`config.mk`:
```
export PLATFORM = sky130hd
export DESIGN_NAME = glyph_blit
export DESIGN_NICKNAME = d
export VERILOG_FILES = /design/src/rtl/vdp_pkg.sv /design/src/rtl/glyph_blit.sv
export SDC_FILE = /design/constraint.sdc
export NUM_CORES = 1
export LEC_CHECK = 0
export BUFFER_PORTS_ARGS = -buffer_cell sky130_fd_sc_hd__buf_2
export CORE_MARGIN = 5
export CORE_UTILIZATION = 46
export DETAILED_ROUTE_END_ITERATION = 6
export GPL_TIMING_DRIVEN = 0
export PLACE_DENSITY_LB_ADDON = 0.05
export SYNTH_ARGS = -nofsm -noshare
export SYNTH_HDL_FRONTEND = slang
export SYNTH_SLANG_ARGS = --single-unit
```
`constraint.sdc`:
```
create_clock -name CLOCK_50 -period 3.7 [get_ports CLOCK_50]
set_input_delay 0.185 -clock CLOCK_50 [delete_from_list [all_inputs] [get_ports CLOCK_50]]
set_output_delay 0.185 -clock CLOCK_50 [all_outputs]
set_load 0.01 [all_outputs]
```
`src/rtl/vdp_pkg.sv`:
```
// Shared types and default glyph/framebuffer geometry for the video display processor blocks.
package vdp_pkg;

    typedef enum logic [2:0] {
        ST_IDLE,
        ST_FETCH,
        ST_WAIT,
        ST_DRAW,
        ST_DONE
    } blit_state_t;

    localparam int DEF_GLYPH_W = 8;
    localparam int DEF_GLYPH_H = 8;
    localparam int DEF_FB_W    = 320;

endpackage

```
`src/rtl/glyph_blit.sv`:
```
// Character blitter: reads one glyph row per pass from an external character ROM and
// writes it pixel by pixel into an external framebuffer, optionally skipping background pixels.
module glyph_blit
    import vdp_pkg::*;
#(
    parameter int PIXW    = 24,
    parameter int VADR    = 16,
    parameter int CADR    = 11,
    parameter int FB_W    = DEF_FB_W,
    parameter int GLYPH_W = DEF_GLYPH_W,
    parameter int GLYPH_H = DEF_GLYPH_H
) (
    input  logic               CLOCK_50,
    input  logic               RESET_N,
    input  logic               req_valid,
    output logic               req_ready,
    input  logic [7:0]         req_char,
    input  logic [VADR-1:0]    req_x,
    input  logic [VADR-1:0]    req_y,
    input  logic [PIXW-1:0]    req_fg,
    input  logic [PIXW-1:0]    req_bg,
    input  logic               req_transp,
    output logic [CADR-1:0]    crom_adr,
    input  logic [GLYPH_W-1:0] crom_q,
    output logic [VADR-1:0]    vram_wadr,
    output logic [PIXW-1:0]    vram_d,
    output logic               vram_we,
    output logic               busy,
    output logic               done
);

    localparam int CW  = (GLYPH_W > 1) ? $clog2(GLYPH_W) : 1;
    localparam int RW  = (GLYPH_H > 1) ? $clog2(GLYPH_H) : 1;
    // Products are formed at full width and only truncated at the port.
    localparam int CAW = 8 + RW + 2;
    localparam int PW  = VADR + $clog2(FB_W + 1) + 3;

    blit_state_t        r_state;
    blit_state_t        w_next_state;
    logic [RW-1:0]      r_row;
    logic [CW-1:0]      r_col;
    logic [7:0]         r_char;
    logic [VADR-1:0]    r_x;
    logic [VADR-1:0]    r_y;
    logic [PIXW-1:0]    r_fg;
    logic [PIXW-1:0]    r_bg;
    logic               r_transp;
    logic [GLYPH_W-1:0] r_bits;

    logic               w_last_col;
    logic               w_last_row;
    logic               w_pix;
    logic [CADR-1:0]    w_crom_adr;
    logic [VADR-1:0]    w_pix_adr;

    assign w_last_col = (r_col == CW'(GLYPH_W - 1));
    assign w_last_row = (r_row == RW'(GLYPH_H - 1));
    assign w_pix      = r_bits[GLYPH_W-1];
    assign w_crom_adr = CADR'(CAW'(r_char) * CAW'(GLYPH_H) + CAW'(r_row));
    assign w_pix_adr  = VADR'((PW'(r_y) + PW'(r_row)) * PW'(FB_W) + PW'(r_x) + PW'(r_col));

    always_ff @(posedge CLOCK_50 or negedge RESET_N) begin
        if (!RESET_N) begin
            r_state <= ST_IDLE;
        end else begin
            r_state <= w_next_state;
        end
    end

    always_comb begin
        w_next_state = r_state;
        case (r_state)
            ST_IDLE:  if (req_valid) w_next_state = ST_FETCH;
            ST_FETCH: w_next_state = ST_WAIT;
            ST_WAIT:  w_next_state = ST_DRAW;
            ST_DRAW:  if (w_last_col) w_next_state = w_last_row ? ST_DONE : ST_FETCH;
            ST_DONE:  w_next_state = ST_IDLE;
            default:  w_next_state = ST_IDLE;
        endcase
    end

    always_comb begin
        req_ready = (r_state == ST_IDLE);
        busy      = (r_state != ST_IDLE);
        done      = (r_state == ST_DONE);
        crom_adr  = '0;
        vram_wadr = '0;
        vram_d    = '0;
        vram_we   = 1'b0;
        case (r_state)
            ST_FETCH, ST_WAIT: crom_adr = w_crom_adr;
            ST_DRAW: begin
                vram_wadr = w_pix_adr;
                vram_d    = w_pix ? r_fg : r_bg;
                vram_we   = w_pix | ~r_transp;
            end
            default: ;
        endcase
    end

    // Row/column counters advance with the FSM; the row wraps harmlessly after the last pass.
    always_ff @(posedge CLOCK_50 or negedge RESET_N) begin
        if (!RESET_N) begin
            r_row <= '0;
            r_col <= '0;
        end else begin
            case (r_state)
                ST_IDLE: r_row <= '0;
                ST_WAIT: r_col <= '0;
                ST_DRAW: begin
                    r_col <= r_col + CW'(1);
                    if (w_last_col) r_row <= r_row + RW'(1);
                end
                default: ;
            endcase
        end
    end

    always_ff @(posedge CLOCK_50) begin
        if (r_state == ST_IDLE && req_valid) begin
            r_char   <= req_char;
            r_x      <= req_x;
            r_y      <= req_y;
            r_fg     <= req_fg;
            r_bg     <= req_bg;
            r_transp <= req_transp;
        end
        if (r_state == ST_WAIT) begin
            r_bits <= crom_q;
        end else if (r_state == ST_DRAW) begin
            r_bits <= r_bits << 1;
        end
    end

endmodule

```
* After elaboration in Yosys (flattened, before gate mapping)
Index checks and enable logic that the tools add are counted.
** Storage, ports and cells
- Bits in registers :: 106
- Input port bits :: 100
- Output and inout bits :: 55
- Word-level logic and storage cells :: 49
** Operators by class
- Add/sub/neg operators :: 6
- Multiply operators :: 1
- Equality and inequality tests :: 8
- Multiplexer cells :: 14
- Bitwise gates (word level) :: 2
- Reductions and logical operators :: 8
** Operators with widths (count)
- 24-bit 2-to-1 mux :: 2
- 16-bit by 3-bit adder with 17-bit output :: 1
- 17-bit by 3-bit multiplier with 10-bit output (second input constant) :: 1
- 16-bit adder :: 1
- 16-bit by 3-bit adder with 16-bit output :: 1
- 16-bit 2-to-1 mux :: 1
- 8-bit 2-to-1 mux :: 2
- 3-bit 2-to-1 mux :: 4
- 3-bit one-hot mux with 2 select lines :: 2
- 3-bit one-hot mux with 4 select lines :: 1
- 11-bit by 3-bit adder with 11-bit output :: 1
- 11-bit 2-to-1 mux :: 1
- 3-bit == test (second input constant) :: 3
- 3-bit by 1-bit adder with 3-bit output (second input constant) :: 2
- 3-bit by 2-bit == test with 1-bit output (second input constant) :: 2
- 2-bit != test (second input constant) :: 2
- 2-bit AND reduction :: 2
- 2-bit nonzero test :: 2
- 3-bit by 1-bit == test with 1-bit output (second input constant) :: 1
- 3-bit zero test :: 1
- 3-bit nonzero test :: 1
- 2-bit OR reduction :: 1
- 1-bit logical AND :: 1
- 1-bit 2-to-1 mux :: 1
- other kinds (2) :: 2

* Longest topological paths before layout
- Word-level depth :: 5
- Depth in mapped cells :: 18
- Mapped depth without buffers :: 18

* Worst setup path after synthesis
No wires, ideal clock.
- Kind :: register -> output
- From :: register r_row[0]
- To :: output port vram_wadr[15]
- Data arrival time :: 3703 ps
- Required time :: 3515 ps
- Path slack :: -188 ps
- Cell stages (with the launch flop) :: 18
- Path buffers :: 0
- Path through :: dfrtp_1 -> ha_1 -> fa_1 -> a21o_2 -> nand2_1 -> xnor2_1 -> ha_1 -> ha_1 -> a21o_1 -> a21oi_1 -> xnor2_1 -> ha_1 -> a21o_1 -> a21o_1 -> a21oi_1 -> o21ai_0 -> xnor2_1 -> nor2_1
** Between the ends
- Cells in the longest elaborated chain, start to end :: 5
** RTL lines
- from (decl) :: RTL line glyph_blit.sv:40 : logic [RW-1:0] r_row;
- from (signal assigned) :: RTL line glyph_blit.sv:112 : if (w_last_col) r_row <= r_row + RW'(1);
- 16-bit by 3-bit adder with 17-bit output :: RTL line glyph_blit.sv:60 : assign w_pix_adr = VADR'((PW'(r_y) + PW'(r_row)) * PW'(FB_W) + PW'(r_x) + PW'(r_col));
- 17-bit by 3-bit multiplier with 10-bit output :: RTL line glyph_blit.sv:60
- 16-bit adder :: RTL line glyph_blit.sv:60
- 16-bit by 3-bit adder with 16-bit output :: RTL line glyph_blit.sv:60
- 16-bit 2-to-1 mux :: RTL line glyph_blit.sv:90 : case (r_state)
- to (decl) :: RTL line glyph_blit.sv:25 : output logic [VADR-1:0] vram_wadr,
No other way between the ends.

* Worst setup path after layout
Same ends and word-level chain as after synthesis.

==> impl_results.md <==
* CP Cell Sequence: ha_4 > fa_2 > a21o_4 > nand2_4 > xnor2_2 > ha_1 > ha_1 > a21o_1 > a21oi_4 > xnor2_2 > ha_1 > a21o_1 > a21o_1 > a21oi_2 > o21ai_1 > xnor2_1 > nor2_1 > buf_2
* Total number of vias at 3,803
* Gr usage total at 0.195
* Dpl cells at 665
* Synthesized cell area at 0.00495 mm2
* Die ar. at between 0.01 and 0.015 mm2
* Gate Count Post-Synth at 380
* Commonest non-fill, non-tap cell in the layout: buf_2
* Hold Crit Class: in -> reg
* HP Start: crom_q[0]
* I/O Pins at 155
* Core Area at 0.0104 mm2
* P_sw at about 0.0017 W
* First DRT Iteration DRCs at 160
* Reg2reg start: r_state[1]$_DFFE_PN0P_
* P&R area growth vs syn at 45.6%
* Req. time, crit path at around 3500 ps
* Clk buf depth at 2
* Minimum clock period at about 4300 ps
* Vias in the first global route at slightly above 4,000
* Setup slack after layout at -572 ps
* Synth unique cells at 44
* Crit Path Class: reg -> out
* Switching fraction of total power at 0.378
* Setup Viol. Count Final at 5
* Max-slew violation count at 0
* Nets at 766
* Synthesized flop and latch total at 100
* Leading area contributor after synthesis: edfxtp_1
* PwrDens at 632 mW/mm2
* Worst Reg-to-Reg Cells at 5
* Final Hold Viols at 0
* Top-area cell type share of the netlist area at 0.552
* Largest net degree at the start of global routing at 60
* Fmax at 0.234 GHz
* First-pass GRT wire length at 19.6 mm
* RSZ-0062 raised after global routing: true
* Max incr delay on CP at 440 ps
* Worst-Skew Late Latency at 380 ps
* Vias per cell at between 4 and 5
* Worst path arrival time at slightly above 4000 ps
* RePlAce Congestion at between 0.8 and 0.9
* Peak supply drop at between 300 and 400 uV
* Comb power frac at 0.505
* Layout Cells excl Fill at between 700 and 800
* Mapped Nets at between 500 and 600
* Ant diodes at 0
* Max-Cap Viols at 0
* Top post-synthesis cells by area: edfxtp_1, ha_1, mux2i_1, dfrtp_1, xnor2_1
* GRT overflow at 0
* Number of synthesis warnings at 0
* Initial Util at 0.475
* Register area share after synthesis at 0.597
* Failing checks: negative setup slack
* Hold Crit Depth at 2
* Seq pwr share at 0.326
* Avg Cell Area, Syn at 13.0 um2
* Worst path slowest cell: dfrtp_2
* Initial antenna violation count at 0
* Die width at 114 um
* Reg2Reg Setup Slack at 1570 ps
* CP Capture Type: primary output
* WHS Endpoint: r_bits[0]$_SDFFCE_PN0P_
* Final Cycle Share at 1.15
* Crit path launch type: flip-flop
* Die Ht at between 100 and 150 um
* Layout Skew at 12.6 ps
* Routed length per instance at 15.7 um
* Post-DP HPWL at 8.00 mm
* Share of cells above drive strength 1 at 0.341
* Pint at 0.00284 W
* CTS clk-pin slew, worst paths at ~100 ps
* Total wire length at 12.2 mm
* Status: finished with violations
* 1st-pass router iterations at 4
* Commonest non-fill, non-tap cells in the layout: buf_2, edfxtp_1, dlygate4sd3_1
* Total power at approximately 0.0046 W
* Worst R2R End: r_y[8]$_DFFE_PP_
* IO buf count at 148
* Clock Power Share at 0.169
* TritonCTS Sinks at 100
* DRC errors left at 0
* Rows at 37
* Slew headroom at 0.510
* Routed Antenna Nets at 0
* CTS tree: done
* P_leak at approximately 3.1 nW
* Crit Path Max Fanout at 2
* Clock Tree Root: clkbuf_8
* Num CTS Buffers at 9
* Worst slew pin tran at 735 ps
* Htree depth at 3
registers in the layout, summed over array words and instances, names as in the netlist:
register and cells:
r_row 3, r_transp 1, r_state 3, r_bits 8, r_y 10, r_bg 24, r_col 3, r_fg 24
r_x 16, r_char 8
stage by stage:
step	setup WS [ps]	hold slack, ps	setup TNS [ps]	cell area (um2)	utilization
floorplan	1.48	-111	0	4990	-
global placement	-480	50.0	-40270	5900	0.566
detailed placement	-432	49.4	-887	5930	0.569
CTS	-671	58.8	-2480	7140	0.685
global route	-802	78.2	-3330	7210	0.692
finish	-572	88.7	-2210	7210	0.692
kinds of logic after synthesis:
group | share of synthesized area
and+or+nand+nor | 0.106
DFF | 0.597
AOI/OAI and AO/OA | 0.0730
muxes | 0.0685
adders and majority gates | 0.0829
xor gates and xnor gates | 0.0523
buffers and inverters | 0.0202
timing repair:
action | CTS | global route
pin swaps | 20 | 13
gates resized for setup | 16 | 16
hold buffers | 84 | 0
setup endpoints to repair | 6 | 6
buffers inserted | 11 | 0
hold endpoints to repair | 92 | 0
worst max-delay path by stage:
stage,startpoint,to,cells after the start
5_1_grt,r_y[0]$_DFFE_PP_,vram_wadr[15],18
3_3_place_gp,r_state[1]$_DFFE_PN0P_,r_x[15]$_DFFE_PP_,4
2_1_floorplan,r_row[0]$_DFFE_PN0P_,vram_wadr[15],17
3_5_place_dp,r_row[0]$_DFFE_PN0P_,vram_wadr[15],18
4_1_cts,r_y[0]$_DFFE_PP_,vram_wadr[15],18
6_report,r_row[0]$_DFFE_PN0P_,vram_wadr[15],18
synthesized netlist by cell type, drive strengths merged:
| library cell | count |
|---|---|
| nor3 | 3 |
| nor3b | 2 |
| inv | 13 |
| nor2 | 46 |
| nand2b | 3 |
| xnor3 | 1 |
| edfxtp | 91 |
| fa | 3 |
| a41oi | 1 |
| buf | 2 |
| nor4 | 1 |
| a31o | 1 |
| o22ai | 1 |
| clkbuf | 9 |
| or4 | 1 |
| mux2i | 26 |
| a221oi | 1 |
| ha | 28 |
| o211ai | 1 |
| a21oi | 19 |
| o21ai | 12 |
| a211oi | 3 |
| xor2 | 6 |
| and3 | 3 |
| nand3 | 10 |
| xnor2 | 21 |
| and2 | 17 |
| a21o | 8 |
| dfrtp | 9 |
| o21bai | 6 |
| a31oi | 1 |
| mux2 | 7 |
| or3 | 2 |
| nand2 | 15 |
| nor2b | 3 |
| o21a | 1 |
| nand4 | 3 |
area by class of cell:
| class | count | area [um2] |
|---|---|---|
| Tap cell | 136 | 170 |
| Inverter | 13 | 48.8 |
| Sequential cell | 100 | 2960 |
| Timing Repair Buffer | 244 | 1700 |
| Clock inverter | 5 | 83.8 |
| Buffer | 11 | 51.3 |
| Clock buffer | 11 | 131 |
| Fill cell | 772 | 3200 |
| Multi-Input combinational cell | 256 | 2070 |
per-layer routing:
| metal | vias to the layer above | wire, um | track usage |
|---|---|---|---|
| li1 | 1884 | - | - |
| met1 | 1780 | 4890 | 0.223 |
| met2 | 123 | 6160 | 0.336 |
| met3 | 16 | 963 | 0.0684 |
| met4 | 0 | 199 | 0.0729 |
| met5 | - | 0 | 0 |
power groups by stage:
stage	registers [W]	clock network [W]	logic, W
6_report	0.00149	0.000772	0.00230
5_1_grt	0.00150	0.000843	0.00254
4_1_cts	0.00149	0.000789	0.00222
3_5_place_dp	0.00151	0	0.00201
3_3_place_gp	0.00152	0	0.00198
2_1_floorplan	0.00150	0	0.00134
worst max-delay path: cells and delay by family (launching register included):
family          cells  cell delay (ps)
compound gates      7             1100
xor+xnor            3              480
fa+ha+maj           5             1360
buf+inv             1              160
flops               1              440
simple gates        2              140
Note: power is estimated with default switching activity, not from simulation.
